[config.mk]
export PLATFORM = sky130hd
export DESIGN_NAME = ram_port_arbiter
export DESIGN_NICKNAME = d
export VERILOG_FILES = /design/src/rtl/looper_pkg.sv /design/src/rtl/ram_port_arbiter.sv
export SDC_FILE = /design/constraint.sdc
export NUM_CORES = 1
export LEC_CHECK = 0
export CELL_PAD_IN_SITES_DETAIL_PLACEMENT = 1
export CELL_PAD_IN_SITES_GLOBAL_PLACEMENT = 1
export CORE_MARGIN = 4
export CORE_UTILIZATION = 29
export DETAILED_ROUTE_END_ITERATION = 6
export PLACE_DENSITY_LB_ADDON = 0.3
export RECOVER_POWER = 100
export SYNTH_ARGS = -nofsm -noshare
export SYNTH_HDL_FRONTEND = slang
export SYNTH_SLANG_ARGS = --single-unit
export TNS_END_PERCENT = 1
[constraint.sdc]
create_clock -name clk_100MHz -period 2.2 [get_ports clk_100MHz]
set_input_delay 0.44 -clock clk_100MHz [delete_from_list [all_inputs] [get_ports clk_100MHz]]
set_output_delay 0.44 -clock clk_100MHz [all_outputs]
set_load 0.02 [all_outputs]
[src/rtl/looper_pkg.sv]
// Shared widths and state encoding for the SRAM port arbiter.
// The arbiter is a single flat module that imports this package.
package looper_pkg;

    localparam int RAM_ADDR_W = 27;
    localparam int RAM_DATA_W = 16;

    typedef enum logic [1:0] {
        IDLE,
        ACCESS,
        GAP
    } state_t;

endpackage

[src/rtl/ram_port_arbiter.sv]
// Two-port arbiter in front of the Ram2Ddr SRAM-style interface.
// A has priority; B is forced through after B_MAX_WAIT A grants.
module ram_port_arbiter
    import looper_pkg::*;
#(
    parameter int ACC_CYC    = 27,
    parameter int GAP_CYC    = 2,
    parameter int B_MAX_WAIT = 8
) (
    input  logic                  clk_100MHz,
    input  logic                  rstn,
    input  logic                  a_req,
    input  logic                  a_we,
    input  logic [RAM_ADDR_W-1:0] a_addr,
    input  logic [RAM_DATA_W-1:0] a_wdata,
    output logic                  a_ack,
    output logic [RAM_DATA_W-1:0] a_rdata,
    input  logic                  b_req,
    input  logic                  b_we,
    input  logic [RAM_ADDR_W-1:0] b_addr,
    input  logic [RAM_DATA_W-1:0] b_wdata,
    output logic                  b_ack,
    output logic [RAM_DATA_W-1:0] b_rdata,
    output logic [RAM_ADDR_W-1:0] ram_a,
    output logic [RAM_DATA_W-1:0] ram_dq_i,
    input  logic [RAM_DATA_W-1:0] ram_dq_o,
    output logic                  ram_cen,
    output logic                  ram_oen,
    output logic                  ram_wen,
    output logic                  busy
);

    localparam int CNT_MAX = (ACC_CYC > GAP_CYC) ? ACC_CYC : GAP_CYC;
    localparam int CNT_W   = $clog2(CNT_MAX + 1);
    localparam int WAIT_W  = (B_MAX_WAIT > 0) ? $clog2(B_MAX_WAIT + 1) : 1;

    state_t            state;
    logic [CNT_W-1:0]  cnt;
    logic [WAIT_W-1:0] b_wait_cnt;
    logic              owner_b;
    logic              cur_we;
    logic              pick_b;
    logic              win_we;

    assign pick_b = b_req & (~a_req | (b_wait_cnt == WAIT_W'(B_MAX_WAIT)));
    assign win_we = pick_b ? b_we : a_we;
    assign busy   = (state != IDLE);

    always_ff @(posedge clk_100MHz) begin
        if (!rstn) begin
            state      <= IDLE;
            cnt        <= '0;
            b_wait_cnt <= '0;
            owner_b    <= 1'b0;
            cur_we     <= 1'b0;
            a_ack      <= 1'b0;
            b_ack      <= 1'b0;
            a_rdata    <= '0;
            b_rdata    <= '0;
            ram_a      <= '0;
            ram_dq_i   <= '0;
            ram_cen    <= 1'b1;
            ram_oen    <= 1'b1;
            ram_wen    <= 1'b1;
        end else begin
            a_ack <= 1'b0;
            b_ack <= 1'b0;
            case (state)
                IDLE: begin
                    if (a_req | b_req) begin
                        state    <= ACCESS;
                        cnt      <= CNT_W'(ACC_CYC - 1);
                        owner_b  <= pick_b;
                        cur_we   <= win_we;
                        ram_a    <= pick_b ? b_addr : a_addr;
                        ram_dq_i <= pick_b ? b_wdata : a_wdata;
                        ram_cen  <= 1'b0;
                        ram_oen  <= win_we;
                        ram_wen  <= ~win_we;
                        if (pick_b)
                            b_wait_cnt <= '0;
                        else if (b_req)
                            b_wait_cnt <= b_wait_cnt + 1'b1;
                    end
                end
                ACCESS: begin
                    if (cnt == '0) begin
                        ram_cen <= 1'b1;
                        ram_oen <= 1'b1;
                        ram_wen <= 1'b1;
                        if (owner_b) begin
                            b_ack <= 1'b1;
                            if (!cur_we) b_rdata <= ram_dq_o;
                        end else begin
                            a_ack <= 1'b1;
                            if (!cur_we) a_rdata <= ram_dq_o;
                        end
                        if (GAP_CYC == 0) begin
                            state <= IDLE;
                        end else begin
                            state <= GAP;
                            cnt   <= CNT_W'(GAP_CYC - 1);
                        end
                    end else begin
                        cnt <= cnt - 1'b1;
                    end
                end
                GAP: begin
                    if (cnt == '0)
                        state <= IDLE;
                    else
                        cnt <= cnt - 1'b1;
                end
                default: state <= IDLE;
            endcase
            // A dropped B request forfeits any accumulated wait credit
            if (!b_req) b_wait_cnt <= '0;
        end
    end

endmodule

Word level (Yosys, flattened, before mapping):

Index checks and enable logic that the tools add are counted.

* register bits after elaboration: 93
* output and inout port bits: 81
* word-level logic and storage cells: 64

* add/sub/neg operators: 2
* equal/unequal tests: 7
* mux-type cells: 21
* bitwise operators: 7
* reduce and logical (&&, ||, !) cells: 13

Operator list (number)
* $mux 27: 1
* $mux 16: 1
* $mux 5: 3
* $pmux 5 s3: 1
* $reduce_and 3->1: 4
* $ne 2x2->1 const B: 4
* $reduce_and 4->1: 2
* $mux 1: 7
* $mux 2: 3
* $pmux 1 s2: 3
* $pmux 2 s3: 1
* $logic_not 5->1: 1
* $sub 5x1->5 const B: 1
* $add 4x1->4 const B: 1
* $eq 4x4->1 const B: 1
* $mux 4: 1
* $not 1->1: 4
* $reduce_and 2->1: 2
* $reduce_bool 2->1: 2
* $reduce_bool 3->1: 1
* $eq 2x1->1 const B: 1
* $eq 2x2->1 const B: 1
* $logic_not 2->1: 1
* $or 1x1->1: 2
* $and 1x1->1: 1

Longest topological paths before layout:

Gate-level depths: netlist of run 1.

* depth in word-level cells: 7
* depth in mapped cells: 8

Least setup slack after synthesis of run 1:

Ideal clock, no wire load.

* path type: reg2reg
* start point: reg state[1]
* end point: reg cnt[0]
* setup time: 0.071 ns
* data arrival time: 1.740 ns
* slack: 0.389 ns
* cell stages (with the launch flop): 7
* clock period less this slack: 1.811 ns
* path through: dfxtp_1 -> inv_1 -> ha_1 -> nor3b_2 -> a211o_1 -> or4_1 -> a21oi_1

* cells in the longest elaborated chain, start to end: 3
* elaborated cells on any way between the ends: 8
* those cells by class: 4 x eq/ne; 1 x mux; 3 x reduce/logical

Ends and longest elaborated chain
* start: declaration: RTL line ram_port_arbiter.sv:37 `state_t state;`
* start signal: assignment: RTL line ram_port_arbiter.sv:51 `state <= IDLE;`
* start signal: assignment: RTL line ram_port_arbiter.sv:71 `state <= ACCESS;`
* start signal: assignment: RTL line ram_port_arbiter.sv:99 `state <= IDLE;`
* $eq 2x2->1, or another cell as far along: RTL line ram_port_arbiter.sv:68 `case (state)`
* $ne 2x2->1 (no line) / $reduce_bool 3->1 (equally long branches)
* $reduce_and 3->1 (no line)
* end signal: assignment: RTL line ram_port_arbiter.sv:72 `cnt <= CNT_W'(ACC_CYC - 1);`
* end signal: assignment: RTL line ram_port_arbiter.sv:102 `cnt <= CNT_W'(GAP_CYC - 1);`
* end signal: assignment: RTL line ram_port_arbiter.sv:105 `cnt <= cnt - 1'b1;`
* end: declaration: RTL line ram_port_arbiter.sv:38 `logic [CNT_W-1:0] cnt;`

Several ways; a longest one is shown, not always the timed one.
A chain may end at the register's enable or synchronous reset.

Worst setup path after layout of run 1:

* start point: reg state[1]
* end point: out busy

* cells in the longest elaborated chain, start to end: 1

Ends and longest elaborated chain
* $reduce_bool 2->1: RTL line ram_port_arbiter.sv:47 `assign busy = (state != IDLE);`
* end: declaration: RTL line ram_port_arbiter.sv:30 `output logic busy`

Every way passes these cells.

==> flow_summary_export.csv, run 1 <==
group,metric,value,unit
run_status,status,"finished, final reports clean",
worst_setup_path,cp_max_fo,8,
floorplan,fp.dieH,124,microns
route,ant_nets,0,
timing,slew_viol_final,0,
route,drt-pass1-iter-count,4,
timing,hold_viol,0,
worst_setup_path,cp.arrival,1.61,ns
finish,layout.nets,725,
floorplan,rows,41,
worst_setup_path,crit_top_cell,"inv_1",
floorplan,dieWidth,124,microns
route,wirelength,12.7,mm
worst_setup_path,r2r_setup_slack,0.25,ns
finish,mostFrequentLayoutCells,"clkdlybuf4s50_1 (105), dfxtp_1 (93), o21ai_0 (82)",
synthesis,synthesis.nets,548,
synthesis,postSynthAreaPerCell,8.98,sq um
route,route.detailed.drc,0,
clock_tree,htree_levels,3,
worst_setup_path,r2r-start,"b_wait_cnt[0]",
synthesis,ys.flop_type,"dfxtp_1",
worst_setup_path,startpoint,"state[1]",
floorplan,core,12900,sq um
clock_tree,cts-root-buf,"clkbuf_16",
finish,fillCellCount,1471,
timing,timing.fmax,489,MHz
global_routing,grt_pass1_wl,19.9,mm
worst_setup_path,slowest_delay,0.40,ns
finish,insertedDiodeCount,0,
clock_tree,clk_latency,0.35,ns
worst_setup_path,r2r-end,"ram_a[10]",
power,ir_drop,0.365,mV
timing,rsz0062_at_grt,"no",
worst_setup_path,crit_slowest_cell,"dfxtp_1",
clock_tree,cts_tree,"built",
timing,period_minus_slack,2.05,ns
worst_setup_path,start_kind,"flop",
placed_design,dp_hpwl,9.45,mm
worst_setup_path,cp_cell_sequence,"inv_1 > ha_1 > inv_1 > dlygate4sd2_1",
placed_design,place.gp.congestion,0.786,
synthesis,async_flop_share,0,
clock_tree,cts.sinks,93,
hold_path,hp-class,"reg -> reg",
route,viasPerCell,4.85,
clock_tree,cts_buffer_depth,2,
timing,post-route-period-util,0.930,
finish,area_growth,60.7,%
global_routing,antenna_found_initial,0,
timing,worstMarginPinSlew,0.688,ns
synthesis,synth_edf_count,0,
power,leakage,0.00250,uW
synthesis,ys_warn_count,0,
synthesis,syn_inst,432,
clock_tree,cts_buffers,9,
timing,finClkSkew,0.00910,ns
power,powerDensity,851,nW/um^2
placed_design,dp_cells,770,
route,via_count,3810,
timing,finalSetupTns,0,ns
global_routing,first_global_vias,4113,
floorplan,die_area,15300,sq um
floorplan,pin_count,189,
worst_setup_path,critPathRequiredTime,1.76,ns
worst_setup_path,setup.worst_path.end,"busy",
synthesis,ys_ff_latch,93,
worst_setup_path,reg2reg_depth,7,
finish,drive_gt1_frac,0.0537,
placed_design,port_buffers,188,
finish,multiInputGateArea,1850,sq um
timing,slew_headroom,0.537,
clock_tree,clk_pin_slew,0.07,ns
synthesis,synth_area,3880,sq um
worst_setup_path,end_kind,"output pin",
clock_tree,cts_setup_buffers,0,
synthesis,yosysSeqAreaShare,0.480,
floorplan,initial_core_util,0.301,
job,drv_cap,0,
timing,finalSetupViolations,0,
finish,stdcell_count,786,
clock_tree,holdBufCountCts,0,
global_routing,grt-ovfl-total,0,
global_routing,grt_max_degree,101,
worst_setup_path,critical_path_class,"reg -> out",
synthesis,synth_cell_types,39,
finish,final_common_cell,"clkdlybuf4s50_1",
global_routing,track_usage,0.166,
route,route.detailed.wl_per_inst,16.1,microns
route,drtIter0Drc,169,
finish,regArea,1860,sq um
-- worst max-delay path, delay by kind of cell, from the launching register on --
kind / cells / cell delay (ns)
buffers and inverters: 3 / 0.57
adder cells (fa/ha/maj): 1 / 0.29
flip-flops: 1 / 0.40
-- flip-flops by register name (all words and copies together), names as in the netlist --
register / cells
state: 2
cur_we: 1
ram_a: 27
owner_b: 1
cnt: 5
ram_dq_i: 16
b_ack: 1
ram_wen: 1
ram_cen: 1
ram_oen: 1
b_rdata: 16
b_wait_cnt: 4
a_rdata: 16
a_ack: 1
-- report_power, final --
group	internal, uW	switching [uW]
Combinational	755	949
Sequential	1930	145
Clock	795	732
Total	3480	1830
-- routing by layer --
layer | vias up | part of all wire | wire (microns) | track usage
li1 | 1910 | - | - | -
met1 | 1762 | 0.41 | 5140 | 0.181
met2 | 128 | 0.49 | 6240 | 0.295
met3 | 10 | 0.088 | 1110 | 0.0631
met4 | 0 | 0.013 | 163 | 0.0540
met5 | - | 0 | 0 | 0
-- worst min-delay path by stage --
stage,startpoint,endpoint,cells past startpoint
final,a_rdata[2],a_rdata[2],2
after global routing,a_rdata[2],a_rdata[2],2
after CTS,a_rdata[2],a_rdata[2],2
after detailed placement,a_rdata[2],a_rdata[2],2
after global placement,a_rdata[2],a_rdata[2],2
after floorplan,owner_b,a_ack,1
-- Yosys cell counts, drive strengths merged, types with 3 or more instances --
cell | number | area (sq um)
dfxtp | 93 | 1860
o21ai | 84 | 420
a21oi | 54 | 270
mux2i | 44 | 440
nand3 | 33 | 165
nand2 | 25 | 93.8
clkbuf | 23 | 86.3
buf | 11 | 57.6
inv | 9 | 33.8
nor2 | 9 | 33.8
ha | 8 | 100
a211oi | 4 | 30.0
a31oi | 3 | 18.8
nand4b | 3 | 26.3
-- cell type report --
cell class | count | share of cell area
timing repair buffer | 200 | 0.318
sequential | 93 | 0.299
multi-input combinational | 295 | 0.296
clock buffer | 9 | 0.0361
tap | 172 | 0.0345
clock inverter | 7 | 0.0102
inverter | 10 | 0.00602
-- repair_timing --
action	4_1_cts	5_1_grt
setup endpoints to repair	1	0
resized for setup	1	0
hold endpoints to repair	0	0
-- cell families (layout without fill, tap and decap cells) --
| group | after synthesis | count (layout) | share of synthesized area |
|---|---|---|---|
| compound gates | 155 | 155 | 0.213 |
| fa+ha+maj | 8 | 8 | 0.0258 |
| flops | 93 | 93 | 0.480 |
| mux | 44 | 44 | 0.114 |
| simple gates | 86 | 86 | 0.117 |
| xor+xnor | 2 | 2 | 0.00452 |
| buf+inv | 44 | 226 | 0.0468 |
-- per-stage QoR --
stage          setup slack (ns)  hold WS, ns  total power (uW)  utilization  cell area [sq um]
6_report                  0.154        0.460              5310        0.484               6230
3_5_place_dp              0.118        0.454              3920        0.463               5970
3_3_place_gp              0.127        0.446              3850        0.463               5970
5_1_grt                  0.0421        0.478              5630        0.484               6230
4_1_cts                   0.123        0.464              5480        0.486               6250
2_1_floorplan             0.389        0.426              3030            -               3880
Power figures use the tool's default switching activity.
==> run 2, diff against run 1 <==
CORE_MARGIN = 5   (was 4)
==> flow_summary_export.csv, run 2 (synthesis results as in run 1) <==
group,metric,value,unit
run_status,status,"finished, final reports clean",
floorplan,initial_core_util,0.294,
route,route.detailed.drc,0,
global_routing,grt_max_degree,101,
timing,finalSetupTns,0,ns
route,via_count,3879,
power,swShare,0.310,
finish,post-route-util,0.480,
finish,insertedDiodeCount,0,
clock_tree,clk_pin_slew,0.07,ns
finish,area_growth,63.4,%
power,total_power,5700,uW
finish,regArea,1860,sq um
timing,finalSetupViolations,0,
route,drt-pass1-iter-count,4,
finish,largest_register_ffs,27,
clock_tree,cts.sinks,93,
global_routing,grt_pass1_wl,20.9,mm
route,dr_wl_met2,5.90,mm
clock_tree,cts_buffers,9,
clock_tree,cts_tree,"built",
route,ant_nets,0,
route,wirelength,12.9,mm
global_routing,antenna_found_initial,0,
timing,hold_viol,0,
clock_tree,holdBufCountCts,0,
job,drv_cap,0,
floorplan,rows,42,
route,viasPerCell,4.89,
finish,mostFrequentLayoutCells,"clkdlybuf4s50_1 (106), dfxtp_1 (93), o21ai_0 (84)",
route,drtIter0Drc,183,
clock_tree,clk_latency,0.34,ns
worst_setup_path,start_kind,"flop",
placed_design,pre_cts_slack,0.157,ns
floorplan,die_area,15800,sq um
route,route.detailed.wl_per_inst,16.3,microns
clock_tree,cts_buffer_depth,2,
worst_setup_path,r2r_setup_slack,0.14,ns
power,powerDensity,900,nW/um^2
power,ir_drop,0.339,mV
clock_tree,htree_levels,3,
timing,finClkSkew,0.00541,ns
power,seqPwrFrac,0.364,
floorplan,pin_count,189,
route,routed-wl-met3,1.29,mm
finish,layout.nets,728,
floorplan,core,13200,sq um
power,leakage,0.00255,uW
timing,post-route-period-util,0.944,
worst_setup_path,critPathRequiredTime,1.76,ns
worst_setup_path,critical_path_class,"reg -> out",
timing,rsz0062_at_grt,"no",
power,p_clk_frac,0.338,
route,drt-met1-wl,5.45,mm
timing,timing.fmax,482,MHz
power,pwr-share-comb,0.299,
placed_design,place.gp.congestion,0.768,
worst_setup_path,cp_max_fo,8,
timing,fin_ws,0.124,ns
finish,multiInputGateArea,1830,sq um
timing,worstMarginPinSlew,0.793,ns
worst_setup_path,end_kind,"output pin",
timing,slew_headroom,0.470,
worst_setup_path,cp.arrival,1.64,ns
placed_design,port_buffers,188,
finish,fillCellCount,1483,
power,p_sw,1770,uW
global_routing,grt-ovfl-total,0,
floorplan,fp.dieH,126,microns
floorplan,dieWidth,126,microns
timing,slew_viol_final,0,
hold_path,hp-class,"reg -> reg",
power,power.internal,3940,uW
route,top_layer_used,"met4",
global_routing,track_usage,0.161,
global_routing,first_global_vias,4171,
finish,final_common_cell,"clkdlybuf4s50_1",
clock_tree,cts-root-buf,"clkbuf_16",
finish,top_register,"ram_a",
finish,drive_gt1_frac,0.0535,
placed_design,dp_hpwl,9.56,mm
timing,period_minus_slack,2.08,ns
## run 2: power groups by stage
stage	Sequential, uW	Combinational [uW]	Clock (uW)
2_1_floorplan	2350	675	0
3_3_place_gp	2110	1770	0
3_5_place_dp	2120	1810	0
4_1_cts	2090	1820	1970
5_1_grt	2110	1850	2040
6_report	2070	1700	1930
## run 2: worst max-delay path, cell delays in order, from the launching register on
cell	delay [ns]
dfxtp_1	0.41
inv_1	0.09
ha_1	0.29
inv_1	0.14
dlygate4sd2_1	0.36
## run 2: cell type report
type / count / share of cell area
sequential: 93 / 0.294
inverter: 10 / 0.00592
timing repair buffer: 203 / 0.317
clock inverter: 6 / 0.0211
multi-input combinational: 295 / 0.289
clock buffer: 10 / 0.0377
tap: 176 / 0.0347
## run 2: path summary, 6_finish.rpt
| path | start | to | cells past startpoint |
|---|---|---|---|
| max | state[1] | busy | 4 |
| min | a_rdata[13] | a_rdata[13] | 2 |
| max reg2reg | cnt[0] | b_rdata[9] | 7 |
| min reg2reg | a_rdata[13] | a_rdata[13] | 2 |
## run 2: metrics by stage
stage | instance area (sq um) | instances | hold slack, ns
2_1_floorplan | 3880 | 432 | 0.426
3_3_place_gp | 5990 | 777 | 0.445
3_5_place_dp | 5990 | 777 | 0.458
4_1_cts | 6370 | 793 | 0.467
5_1_grt | 6340 | 793 | 0.481
6_report | 6340 | 793 | 0.467
## run 2: timing repair
action	4_1_cts	5_1_grt
endpoints found under the setup margin	1	0
setup buffers	0	0
hold endpoints to repair	0	0
gates resized for setup	1	0
## run 2: routing by layer
| layer | vias up | GRT usage |
|---|---|---|
| met5 | - | 0 |
| met4 | 0 | 0.0593 |
| met3 | 20 | 0.0766 |
| met2 | 141 | 0.263 |
| met1 | 1804 | 0.185 |
| li1 | 1914 | - |
